File: src/rtl/spi_pkg.sv
// rtl/spi_pkg.sv - shared SPI responder types and command field constants
package spi_pkg;

    typedef enum logic [1:0] {
        ST_IDLE  = 2'd0,
        ST_CMD   = 2'd1,
        ST_DATA  = 2'd2,
        ST_DRAIN = 2'd3
    } spi_state_t;

    localparam int          RW_BIT      = 7;
    localparam int          CMD_ADDR_W  = 3;
    localparam int          CMD_RSV_W   = RW_BIT - CMD_ADDR_W;
    localparam logic [7:0]  ID_BYTE_DEF = 8'hA5;

endpackage

File: src/rtl/spi_edge_sync.sv
// rtl/spi_edge_sync.sv - 2-flop bus synchronizer with CKP/CPH decoded sample/shift strobes
module spi_edge_sync (
    input  logic clk,
    input  logic rst,
    input  logic ckp,
    input  logic cph,
    input  logic sck,
    input  logic ss,
    input  logic mosi,
    output logic ss_fall,
    output logic ss_rise,
    output logic mosi_s,
    output logic sample_stb,
    output logic shift_stb
);

    // [0] and [1] are the synchronizer, [2] holds the previous synchronized level.
    // SS resets low so a frame already in progress at reset release is not seen as a new fall.
    logic [2:0] sck_q;
    logic [2:0] ss_q;
    logic [1:0] mosi_q;
    logic       sck_rise;
    logic       sck_fall;
    logic       lead_edge;
    logic       trail_edge;

    always_ff @(posedge clk or negedge rst) begin
        if (!rst) begin
            sck_q  <= '0;
            ss_q   <= '0;
            mosi_q <= '0;
        end else begin
            sck_q  <= {sck_q[1:0], sck};
            ss_q   <= {ss_q[1:0], ss};
            mosi_q <= {mosi_q[0], mosi};
        end
    end

    assign sck_rise   = sck_q[1] & ~sck_q[2];
    assign sck_fall   = ~sck_q[1] & sck_q[2];
    assign lead_edge  = ckp ? sck_fall : sck_rise;
    assign trail_edge = ckp ? sck_rise : sck_fall;
    assign sample_stb = cph ? trail_edge : lead_edge;
    assign shift_stb  = cph ? lead_edge : trail_edge;
    assign ss_fall    = ~ss_q[1] & ss_q[2];
    assign ss_rise    = ss_q[1] & ~ss_q[2];
    assign mosi_s     = mosi_q[1];

endmodule

File: src/rtl/spi_reg_responder.sv
// rtl/spi_reg_responder.sv - SPI slave register bank; SPI_RSP_AUTOINC_EN enables multi-byte auto-increment
module spi_reg_responder
    import spi_pkg::*;
#(
    parameter logic [7:0] ID_BYTE = ID_BYTE_DEF,
    parameter int         ADDR_W  = CMD_ADDR_W
) (
    input  logic              clk,
    input  logic              rst,
    input  logic              CKP,
    input  logic              CPH,
    input  logic              SS,
    input  logic              SCK,
    input  logic              MOSI,
    output logic              MISO,
    input  logic [ADDR_W-1:0] loc_addr,
    output logic [7:0]        loc_rdata,
    output logic              wr_pulse,
    output logic [ADDR_W-1:0] wr_addr,
    output logic [7:0]        wr_data,
    output logic              busy
);

    localparam int NREG = 1 << ADDR_W;

    logic              ss_fall;
    logic              ss_rise;
    logic              mosi_s;
    logic              sample_stb;
    logic              shift_stb;
    spi_state_t        state;
    logic [2:0]        bit_cnt;
    logic [6:0]        rx_sr;
    logic [7:0]        tx_sr;
    logic [7:0]        tx_load;
    logic [7:0]        rx_byte;
    logic [ADDR_W-1:0] addr;
    logic [ADDR_W-1:0] cmd_addr;
    logic [ADDR_W-1:0] next_addr;
    logic              rw;
    logic [7:0]        regs [NREG];

    spi_edge_sync u_sync (
        .clk        (clk),
        .rst        (rst),
        .ckp        (CKP),
        .cph        (CPH),
        .sck        (SCK),
        .ss         (SS),
        .mosi       (MOSI),
        .ss_fall    (ss_fall),
        .ss_rise    (ss_rise),
        .mosi_s     (mosi_s),
        .sample_stb (sample_stb),
        .shift_stb  (shift_stb)
    );

    assign rx_byte   = {rx_sr, mosi_s};
    assign cmd_addr  = {rx_sr[ADDR_W-2:0], mosi_s};
    assign next_addr = addr + 1'b1;
    assign loc_rdata = regs[loc_addr];

    // Byte queued for MISO at the next byte boundary, chosen by where the frame is.
    always_comb begin
        tx_load = ID_BYTE;
        if (state == ST_CMD)
            tx_load = rx_sr[RW_BIT-1] ? regs[cmd_addr] : 8'h00;
        else if (state == ST_DATA)
            tx_load = rw ? regs[next_addr] : 8'h00;
    end

    // CPH=0 puts the MSB on MISO at load time and skips the trailing edge that closes a byte;
    // CPH=1 holds the load until the next leading edge shifts it out.
    always_ff @(posedge clk or negedge rst) begin
        if (!rst) begin
            state    <= ST_IDLE;
            bit_cnt  <= '0;
            rx_sr    <= '0;
            tx_sr    <= '0;
            addr     <= '0;
            rw       <= 1'b0;
            MISO     <= 1'b0;
            wr_pulse <= 1'b0;
            wr_addr  <= '0;
            wr_data  <= '0;
            busy     <= 1'b0;
            for (int i = 0; i < NREG; i++) regs[i] <= '0;
        end else begin
            wr_pulse <= 1'b0;
            if (ss_rise) begin
                state <= ST_IDLE;
                MISO  <= 1'b0;
                busy  <= 1'b0;
            end else begin
                case (state)
                    ST_IDLE: if (ss_fall) begin
                        state   <= ST_CMD;
                        busy    <= 1'b1;
                        bit_cnt <= '0;
                        if (CPH) begin
                            tx_sr <= tx_load;
                        end else begin
                            MISO  <= tx_load[7];
                            tx_sr <= {tx_load[6:0], 1'b0};
                        end
                    end
                    ST_CMD, ST_DATA: begin
                        if (sample_stb) begin
                            rx_sr   <= rx_byte[6:0];
                            bit_cnt <= bit_cnt + 1'b1;
                            if (bit_cnt == 3'd7) begin
                                if (CPH) begin
                                    tx_sr <= tx_load;
                                end else begin
                                    MISO  <= tx_load[7];
                                    tx_sr <= {tx_load[6:0], 1'b0};
                                end
                                if (state == ST_CMD) begin
                                    addr  <= cmd_addr;
                                    rw    <= rx_sr[RW_BIT-1];
                                    state <= ST_DATA;
                                end else begin
                                    if (!rw) begin
                                        regs[addr] <= rx_byte;
                                        wr_pulse   <= 1'b1;
                                        wr_addr    <= addr;
                                        wr_data    <= rx_byte;
                                    end
`ifdef SPI_RSP_AUTOINC_EN
                                    addr <= next_addr;
`else
                                    state <= ST_DRAIN;
                                    MISO  <= 1'b0;
                                    tx_sr <= '0;
`endif
                                end
                            end
                        end else if (shift_stb && (CPH || bit_cnt != 3'd0)) begin
                            MISO  <= tx_sr[7];
                            tx_sr <= {tx_sr[6:0], 1'b0};
                        end
                    end
                    default: ;
                endcase
            end
        end
    end

endmodule

File: config.mk
export PLATFORM = sky130hd
export DESIGN_NAME = spi_reg_responder
export DESIGN_NICKNAME = d
export VERILOG_FILES = /design/src/rtl/spi_pkg.sv /design/src/rtl/spi_edge_sync.sv /design/src/rtl/spi_reg_responder.sv
export SDC_FILE = /design/constraint.sdc
export NUM_CORES = 1
export LEC_CHECK = 0
export ABC_AREA = 1
export CAP_MARGIN = 20
export CORE_ASPECT_RATIO = 0.6
export CORE_UTILIZATION = 40
export CTS_CLUSTER_SIZE = 40
export DETAILED_ROUTE_END_ITERATION = 6
export PLACE_DENSITY = 0.62
export REMOVE_ABC_BUFFERS = 1
export SKIP_LAST_GASP = 1
export SYNTH_ARGS = -nofsm -noshare
export SYNTH_HDL_FRONTEND = slang
export SYNTH_HIERARCHICAL = 1
export SYNTH_SLANG_ARGS = --single-unit
File: constraint.sdc
create_clock -name clk -period 2.58 [get_ports clk]
set_input_delay 0.516 -clock clk [delete_from_list [all_inputs] [get_ports clk]]
set_output_delay 0.516 -clock clk [all_outputs]
set_load 0.05 [all_outputs]
==> out/qor.txt, run 1 <==
HPWL after DPL - 12900 um
Hold/Removal Path Class - input port to asynchronous set/reset pin
Root buffer cell - clkbuf_16
CTS sink cnt - 110
Die ar. - 16600 um2
Drt initial violations - 673
Clock transition at the registers of the reported paths - 0.08 ns
Core area - 15500 um2
Area after DPL - 7080 um2
Worst R2R Setup Slack - 0.45 ns
Area leader, netlist - dfrtp_1
Leakage - 0.00340 uW
Setup TNS - 0 ns
Final non-filler cell total - 1104
Post-layout min period - 2.51 ns
Most common cell after layout, fill and taps aside - nand2_1
Diode count - 0
Critical Path Most Common Cell - buf_12
Slew headroom - 0.599
Starting Density - 0.414
CP startpoint kind - input port
Register area share after synthesis - 0.429
Status - complete, no violations
Grt met2 use - 0.346
DRC - 0
Most frequent cells in the layout - nand2_1, dfrtp_1, nand3_1
Die height - 100 um
Synth Instances - 870
Vias in the first global route - 5553
M3 GR Usage - 0.0488
Worst Path Max Fanout - 18
Max cap viols - 0
Worst EP arrival - 2.00 ns
Maximum clock rate - 0.398 GHz
CP Cell Sequence - clkdlybuf4s50_1 > clkinv_1 > buf_12 > a21oi_1 > o21ai_0 > a31oi_2 > buf_12
# placed instances - 1086
TritonCTS Buffers - 9
CP Data Required Time - 2.06 ns
CTS H-tree depth - 3
Least-Margin Pin Slew - 0.602 ns
CP top delay family - buffers and inverters
Initial antenna violation count - 0
PortBufs - 31
Top post-synthesis cells by area - dfrtp_1, nand2_1, nand3_1
Layout cells sized above 1 - 0.101
First drt pass iteration count - 5
CTS tree - yes
Skew final - 0.0117 ns
RSZ-0062 raised after global routing - yes
Setup Viol. Count Final - 0
M1 GR Usage - 0.398
Final design area excluding fillers - 7440 um2
I/O pins - 32
Crit-path slowest cell - clkdlybuf4s50_1
Grt total ovfl - 0
Die width - 166 um
Area growth, synth to finish - 16.0%
Routed Antenna Nets - 0
Post-layout util - 0.480
Crit Path Category - input port to output pin
Biggest cell delay along the critical path - 0.48 ns
Yosys cell types - 34
Fin nets - 913
Rows - 35
Tcrit/Tclk final - 0.973
Clk buf depth - 2
Worst skew pair latency - 0.36 ns
Gr usage total - 0.249
Mapped Area - 6420 um2
Global-route wire length before repair - 31200 um
Final-report max-slew violation count - 0
Final Hold Fails - 0
RePlAce Congestion - 0.882
Critical path buffer and inverter count - 4
Post-Syn Area per Cell - 7.38 um2
Cell Pwr Density - 790 nW/um2
Routed via count - 5909
Setup crit end kind - output pin
Synth top area share - 0.429
WL per Instance - 17.2 um
Vias/cell - 5.35
Largest net degree at the start of global routing - 111
#FFs+latches synth - 110
Yosys synthesis warning count - 6
DRT Wirelength - 18900 um
GRT busiest layer - met1
Worst vdd ir - 0.595 mV
## what timing repair did
item | in CTS | in global routing
endpoints found under the setup margin | 8 | 6
resized for setup | 9 | 1
hold buffers | 0 | 0
gates cloned | 1 | 0
pin swaps | 0 | 3
setup buffers | 1 | 0
## power by group
part	total (uW)	switching, uW	internal, uW
Sequential	2130	169	1970
Clock	1400	711	685
Combinational	2350	1590	767
## worst register-to-register path: cells and delay by family, from the launching register on
kind	cells	cell delay, ns
compound gates	1	0.22
buf+inv	3	0.33
fa+ha+maj	1	0.31
simple gates	5	0.84
flops	1	0.36
## cell usage after synthesis
library cell	count
a211oi_1	1
a21boi_0	2
a21oi_1	47
a221oi_1	8
a31oi_1	8
and2_1	3
buf_1	6
buf_2	10
buf_4	1
buf_6	8
clkbuf_1	23
clkinv_1	3
dfrtp_1	110
ha_1	7
inv_1	98
inv_2	3
inv_4	1
nand2_1	250
nand2_4	4
nand3_1	104
nand3_2	1
nand3_4	4
nand4_4	1
nor2_1	9
nor2_8	1
nor3_1	3
nor3_4	1
o211ai_1	13
o21ai_0	68
o21ai_1	58
o21ai_2	7
or2_2	5
xnor2_1	1
xor2_1	1
## state kept, by name, summed over array words and instances, names as in the netlist
name and flops:
regs 64, addr 3, wr_addr 3, state 2, MISO 1, tx_sr 8, rx_sr 7, u_sync/sck_q 3
rw 1, wr_pulse 1, bit_cnt 3, u_sync/ss_q 3, u_sync/mosi_q 2, wr_data 8, busy 1
## cells by family after synthesis
| kind of cell | after synthesis | synth area share |
|---|---|---|
| AOI/OAI and AO/OA | 212 | 0.182 |
| xor gates and xnor gates | 2 | 0.00273 |
| adders and majority gates | 7 | 0.0136 |
| buffers and inverters | 153 | 0.102 |
| DFF | 110 | 0.429 |
| and+or+nand+nor | 386 | 0.271 |
## final cells by class
class,instances,area (um2)
Multi-Input combinational cell,607,3050
Tap cell,203,254
Inverter,105,400
Clock buffer,10,229
Sequential cell,110,2750
Timing Repair Buffer,63,694
Fill cell,1571,8060
Clock inverter,6,62.6
## through the flow
stage	hold slack [ns]	power [uW]	worst slack, ns
floorplan	0.220	3580	0.106
global placement	0.332	4470	-0.148
detailed placement	0.336	4480	-0.0879
CTS	0.267	5900	0.0738
global route	0.292	6280	-0.0225
finish	0.226	5880	0.0687
## per-layer routing
layer	share of wire	up-vias
met4	0.0069	0
met3	0.093	11
met2	0.40	248
li1	-	2908
met5	0	-
met1	0.50	2742
## path summary, 6_finish.rpt
check,start,end,cells after the start
max in group asynchronous,rst,regs[63]$_DFFE_PN0P_,2
min in group clk,u_sync/sck_q[0]$_DFF_PN0_,u_sync/sck_q[1]$_DFF_PN0_,0
hold reg to reg,u_sync/sck_q[0]$_DFF_PN0_,u_sync/sck_q[1]$_DFF_PN0_,0
hold / removal,rst,regs[51]$_DFFE_PN0P_,2
setup / recovery,loc_addr[1],loc_rdata[1],7
setup reg to reg,state[0]$_DFFE_PN0P_,tx_sr[0]$_DFFE_PN0P_,10
Note: power is estimated with default switching activity, not from simulation.
==> inputs of run 2 (changes only) <==
--- a/config.mk
+++ b/config.mk
@@ -11,9 +11,10 @@
 export CORE_UTILIZATION = 40
 export CTS_CLUSTER_SIZE = 40
 export DETAILED_ROUTE_END_ITERATION = 6
-export PLACE_DENSITY = 0.62
 export REMOVE_ABC_BUFFERS = 1
+export SKIP_CTS_REPAIR_TIMING = 1
 export SKIP_LAST_GASP = 1
+export SLEW_MARGIN = 20
 export SYNTH_ARGS = -nofsm -noshare
 export SYNTH_HDL_FRONTEND = slang
 export SYNTH_HIERARCHICAL = 1
==> run 2 against run 1 <==
Wire length grew 1.5%. Maximum frequency grew 0.71%. Sequential cell count is the same. Worst setup slack gained 0.018 ns. Count of clock-buffer cells in the layout is the same. The flow now finishes with violations (design-rule violations). Design area grew 0.62%. Largest power group unchanged. Clock power is essentially flat. Register-to-register slack lost 0.06 ns. Sequential power is essentially flat. Combinational power is essentially flat. Via count grew 0.52%.
==> out/qor.txt, run 2 (synthesis gave the netlist of run 1 again) <==
Status - finished with violations
Failing checks - design-rule violations
Worst Path Max Fanout - 14 (-4)
Final non-filler cell total - 1109 (+0.45%)
I/O pins - 32 (unchanged)
Leakage - 0.00345 uW (+1.5%)
Global-route wire length before repair - 31300 um (+0.24%)
Gr usage total - 0.251 (+0.00205)
Max FFs per register - 64 (unchanged)
Core area - 15500 um2 (unchanged)
Setup TNS - 0 ns (unchanged)
Filler cells - 1580 (+0.57%)
Diode count - 0 (unchanged)
M1 GR Usage - 0.404 (+0.00571)
Grt total ovfl - 0 (unchanged)
Top reg by flops - regs
Worst vdd ir - 0.596 mV (+0.18%)
Hold/Removal Path Class - input port to asynchronous set/reset pin
CP startpoint kind - input port
Vias in the first global route - 5484 (-1.2%)
Skew final - 0.0215 ns (+0.00984 ns)
CP Cell Sequence - clkdlybuf4s50_1 > buf_4 > a21oi_1 > a221oi_1 > a31oi_1 > buf_12
Initial antenna violation count - 0 (unchanged)
DRC - 2 (+2)
Largest regs - regs: 64 flops, tx_sr: 8 flops, wr_data: 8 flops
Biggest cell delay along the critical path - 0.50 ns (+0.02 ns)
WL per Instance - 17.3 um (+1.1%)
Worst skew pair latency - 0.37 ns (about the same)
Most common cell after layout, fill and taps aside - nand2_1
Grt met2 use - 0.329 (-0.0160)
Slew headroom - 0.655 (+0.0563)
Drt initial violations - 785 (+17%)
CTS sink cnt - 110 (unchanged)
Fin nets - 918 (+0.55%)
Post-layout util - 0.483 (+0.00299)
CTS H-tree depth - 3 (unchanged)
Worst R2R Setup Slack - 0.39 ns (-0.06 ns)
Max cap viols - 0 (unchanged)
Setup Viol. Count Final - 0 (unchanged)
Routed Antenna Nets - 0 (unchanged)
Root buffer cell - clkbuf_16
DP Worst Slack - -0.0996 ns (-0.0117 ns)
RSZ-0062 raised after global routing - no
Die width - 166 um (unchanged)
GRT busiest layer - met1
Crit-path slowest cell - clkdlybuf4s50_1
Routed via count - 5940 (+0.52%)
HPWL after DPL - 13100 um (+2.0%)
Vias/cell - 5.36 (about the same)
Area growth, synth to finish - 16.7%
Crit Path Category - input port to output pin
Area after DPL - 7120 um2 (+0.64%)
CP Data Required Time - 2.06 ns (about the same)
Setup crit end kind - output pin
RePlAce Congestion - 0.881 (-0.12%)
Most frequent cells in the layout - nand2_1, dfrtp_1, nand3_1
Register area - 2750 um2 (unchanged)
Layout cells sized above 1 - 0.106 (+0.00496)
Maximum clock rate - 0.401 GHz (+0.71%)
Cell Pwr Density - 792 nW/um2 (+0.18%)
Area of the multi-input gates - 3040 um2 (-0.49%)
Die ar. - 16600 um2 (unchanged)
Worst EP arrival - 1.98 ns (-0.02 ns)
M3 GR Usage - 0.0624 (+0.0136)
Final-report max-slew violation count - 0 (unchanged)
Fin worst setup slack - 0.0864 ns (+0.0177 ns)
CTS tree - yes
Largest net degree at the start of global routing - 45 (-59%)
Least-Margin Pin Slew - 0.517 ns (-0.0850 ns)
Rows - 35 (unchanged)
Tcrit/Tclk final - 0.967 (-0.00685)
DRT Wirelength - 19200 um (+1.5%)
Clock transition at the registers of the reported paths - 0.10 ns (+0.02 ns)
Final design area excluding fillers - 7490 um2 (+0.62%)
Clk buf depth - 2 (unchanged)
First drt pass iteration count - 7 (+2)
Starting Density - 0.414 (unchanged)
Die height - 100 um (unchanged)
Final Hold Fails - 0 (unchanged)
# placed instances - 1092 (+0.55%)
Post-layout min period - 2.49 ns (-0.0177 ns)
PortBufs - 31 (unchanged)
TritonCTS Buffers - 9 (unchanged)
[run 2: power by group]
group          internal (uW)  leakage (uW)  switching [uW]
registers               1970       0.00148             167
clock network            708      0.000147             716
logic                    766       0.00182            1610
total                   3440       0.00345            2490
[run 2: critical path: cells and delay by family]
family / cells / cell delay, ns
AOI/OAI and AO/OA: 3 / 0.51
buffers and inverters: 3 / 0.94
[run 2: final timing paths]
check,from,to,depth (start not counted)
worst min register to register,u_sync/sck_q[0]$_DFF_PN0_,u_sync/sck_q[1]$_DFF_PN0_,0
max in group asynchronous,rst,tx_sr[3]$_DFFE_PN0P_,2
worst max register to register,state[0]$_DFFE_PN0P_,regs[14]$_DFFE_PN0P_,9
min in group clk,u_sync/sck_q[0]$_DFF_PN0_,u_sync/sck_q[1]$_DFF_PN0_,0
worst max-delay path,loc_addr[1],loc_rdata[4],6
worst min-delay path,rst,regs[62]$_DFFE_PN0P_,1
[run 2: final cells by class]
| class | count | share of cell area |
|---|---|---|
| multi-input combinational | 607 | 0.405 |
| sequential | 110 | 0.368 |
| timing repair buffer | 68 | 0.100 |
| inverter | 105 | 0.0535 |
| tap | 203 | 0.0339 |
| clock buffer | 10 | 0.0319 |
| clock inverter | 6 | 0.00768 |
[run 2: through the flow]
step / hold WS [ns] / total power (uW)
finish: 0.116 / 5930
detailed placement: 0.335 / 4500
floorplan: 0.220 / 3580
global route: 0.149 / 6330
CTS: 0.136 / 5920
global placement: 0.331 / 4490
[run 2: per-layer routing]
metal  wire length (um)  vias to the layer above
met4                235                        0
met1               9860                     2739
met2               7440                      242
li1                   -                     2937
met3               1700                       22
met5                  0                        -
==> inputs of run 3 (changes only) <==
--- a/config.mk
+++ b/config.mk
@@ -7,7 +7,6 @@
 export LEC_CHECK = 0
 export ABC_AREA = 1
 export CAP_MARGIN = 20
-export CORE_ASPECT_RATIO = 0.6
 export CORE_UTILIZATION = 40
 export CTS_CLUSTER_SIZE = 40
 export DETAILED_ROUTE_END_ITERATION = 6
==> run 3 against run 2 <==
The run now ends clean. Utilization fell by 0.15 points. Critical path depth rose by 1. Hold slack improved by 0.0025 ns. Sequential power barely moved. Clock power barely moved. Critical path type unchanged.
==> out/qor.txt, run 3 (synthesis gave the netlist of run 1 again) <==
Status - complete, no violations
Most common cell after layout, fill and taps aside - nand2_1
I/O pins - 32 (unchanged)
Rows - 45 (+29%)
CTS sink cnt - 110 (unchanged)
Maximum clock rate - 0.422 GHz (+5.2%)
Worst Path Max Fanout - 16 (+2)
Die height - 129 um (+29%)
Least-Margin Pin Slew - 0.520 ns (+0.00305 ns)
Worst vdd ir - 0.600 mV (+0.65%)
First drt pass iteration count - 5 (-2)
Cell Pwr Density - 787 nW/um2 (-0.58%)
RSZ-0062 raised after global routing - no
Critical Path Most Common Cell - buf_12
Grt total ovfl - 0 (unchanged)
Setup crit end kind - output pin
Post-layout min period - 2.37 ns (-0.124 ns)
Die width - 129 um (-22%)
Largest net degree at the start of global routing - 45 (unchanged)
Hold/Removal Path Class - input port to asynchronous set/reset pin
Area growth, synth to finish - 15.8%
Max FFs per register - 64 (unchanged)
Tcrit/Tclk final - 0.918 (-0.0482)
Initial antenna violation count - 0 (unchanged)
Worst R2R Setup Slack - 0.40 ns (about the same)
RePlAce Congestion - 0.859 (-2.5%)
Biggest cell delay along the critical path - 0.46 ns (-0.04 ns)
# placed instances - 1098 (+0.55%)
Most frequent cells in the layout - nand2_1, dfrtp_1, nand3_1
Layout cells sized above 1 - 0.0963 (-0.00961)
Leakage - 0.00343 uW (-0.54%)
PortBufs - 31 (unchanged)
Final non-filler cell total - 1114 (+0.45%)
WL per Instance - 16.3 um (-6.1%)
Slew headroom - 0.653 (-0.00165)
Final Hold Fails - 0 (unchanged)
Diode count - 0 (unchanged)
Setup TNS - 0 ns (unchanged)
Drt initial violations - 545 (-31%)
Clk buf depth - 2 (unchanged)
CP startpoint kind - input port
Global-route wire length before repair - 29800 um (-4.8%)
DRT Wirelength - 18100 um (-5.7%)
Clock transition at the registers of the reported paths - 0.08 ns (-0.02 ns)
Worst EP arrival - 1.85 ns (-0.13 ns)
Crit-path slowest cell - clkdlybuf4s50_1
Setup Viol. Count Final - 0 (unchanged)
Skew final - 0.0116 ns (-0.00996 ns)
Crit Path Category - input port to output pin
CP top delay family - buffers and inverters
Top reg by flops - regs
Routed Antenna Nets - 0 (unchanged)
Vias/cell - 5.25 (-1.9%)
DRC - 0 (-2)
Gr usage total - 0.238 (-0.0128)
Routed via count - 5853 (-1.5%)
CTS H-tree depth - 3 (unchanged)
Critical path buffer and inverter count - 5 (+2)
Final-report max-slew violation count - 0 (unchanged)
Max cap viols - 0 (unchanged)
Worst skew pair latency - 0.37 ns (about the same)
CP Cell Sequence - clkdlybuf4s50_1 > inv_1 > buf_12 > a221oi_1 > a31oi_1 > buf_4 > buf_12
Vias in the first global route - 5539 (+1.0%)
HPWL after DPL - 12000 um (-8.8%)
TritonCTS Buffers - 9 (unchanged)
Largest regs - regs: 64 flops, tx_sr: 8 flops, wr_data: 8 flops
CTS tree - yes
Core area - 15400 um2 (-0.48%)
Root buffer cell - clkbuf_16
CP Data Required Time - 2.06 ns (about the same)
Starting Density - 0.416 (+0.00201)
Die ar. - 16600 um2 (about the same)
Fin nets - 915 (-0.33%)
==> run 3: layer usage <==
layer | GRT usage | part of all wire
met5 | 0 | 0
met4 | 0.0927 | 0.032
met3 | 0.0449 | 0.049
met2 | 0.362 | 0.44
met1 | 0.335 | 0.48
==> run 3: area by class of cell <==
class                      count  area [um2]
inverter                     105         397
clock inverter                 6        60.1
multi-input combinational    607        3010
fill                        1543        8000
tap                          211         264
timing repair buffer          65         714
sequential                   110        2750
clock buffer                  10         229
==> run 3: worst reg2reg max path, delay by kind of cell, from the launching register on <==
kind	cells	cell delay, ns
AO/OA/AOI/OAI	3	0.41
AND/OR/NAND/NOR	3	0.47
adder cells (fa/ha/maj)	1	0.46
flip-flops	1	0.36
buffers and inverters	3	0.39
==> run 3: final timing paths <==
check / from / to / cells past startpoint
hold reg to reg: u_sync/mosi_q[0]$_DFF_PN0_ / u_sync/mosi_q[1]$_DFF_PN0_ / 0
max in group asynchronous: rst / regs[24]$_DFFE_PN0P_ / 2
hold / removal: rst / wr_data[6]$_DFFE_PN0P_ / 1
min in group clk: u_sync/mosi_q[0]$_DFF_PN0_ / u_sync/mosi_q[1]$_DFF_PN0_ / 0
setup / recovery: loc_addr[2] / loc_rdata[7] / 7
setup reg to reg: state[0]$_DFFE_PN0P_ / tx_sr[7]$_DFFE_PN0P_ / 10
==> run 3: where the power goes <==
part           switching (uW)  internal (uW)
Clock                     723            687
Combinational            1560            765
Sequential                151           1970
==> run 3: stage by stage <==
step | hold WS [ns] | utilization | worst slack, ns | area (um2) | total power, uW
floorplan | 0.220 | - | 0.106 | 6160 | 3580
global placement | 0.334 | 0.462 | -0.0684 | 7130 | 4440
detailed placement | 0.335 | 0.462 | -0.0871 | 7130 | 4450
CTS | 0.121 | 0.481 | -0.0890 | 7420 | 5880
global route | 0.140 | 0.482 | 0.0888 | 7430 | 6230
finish | 0.119 | 0.482 | 0.211 | 7430 | 5850
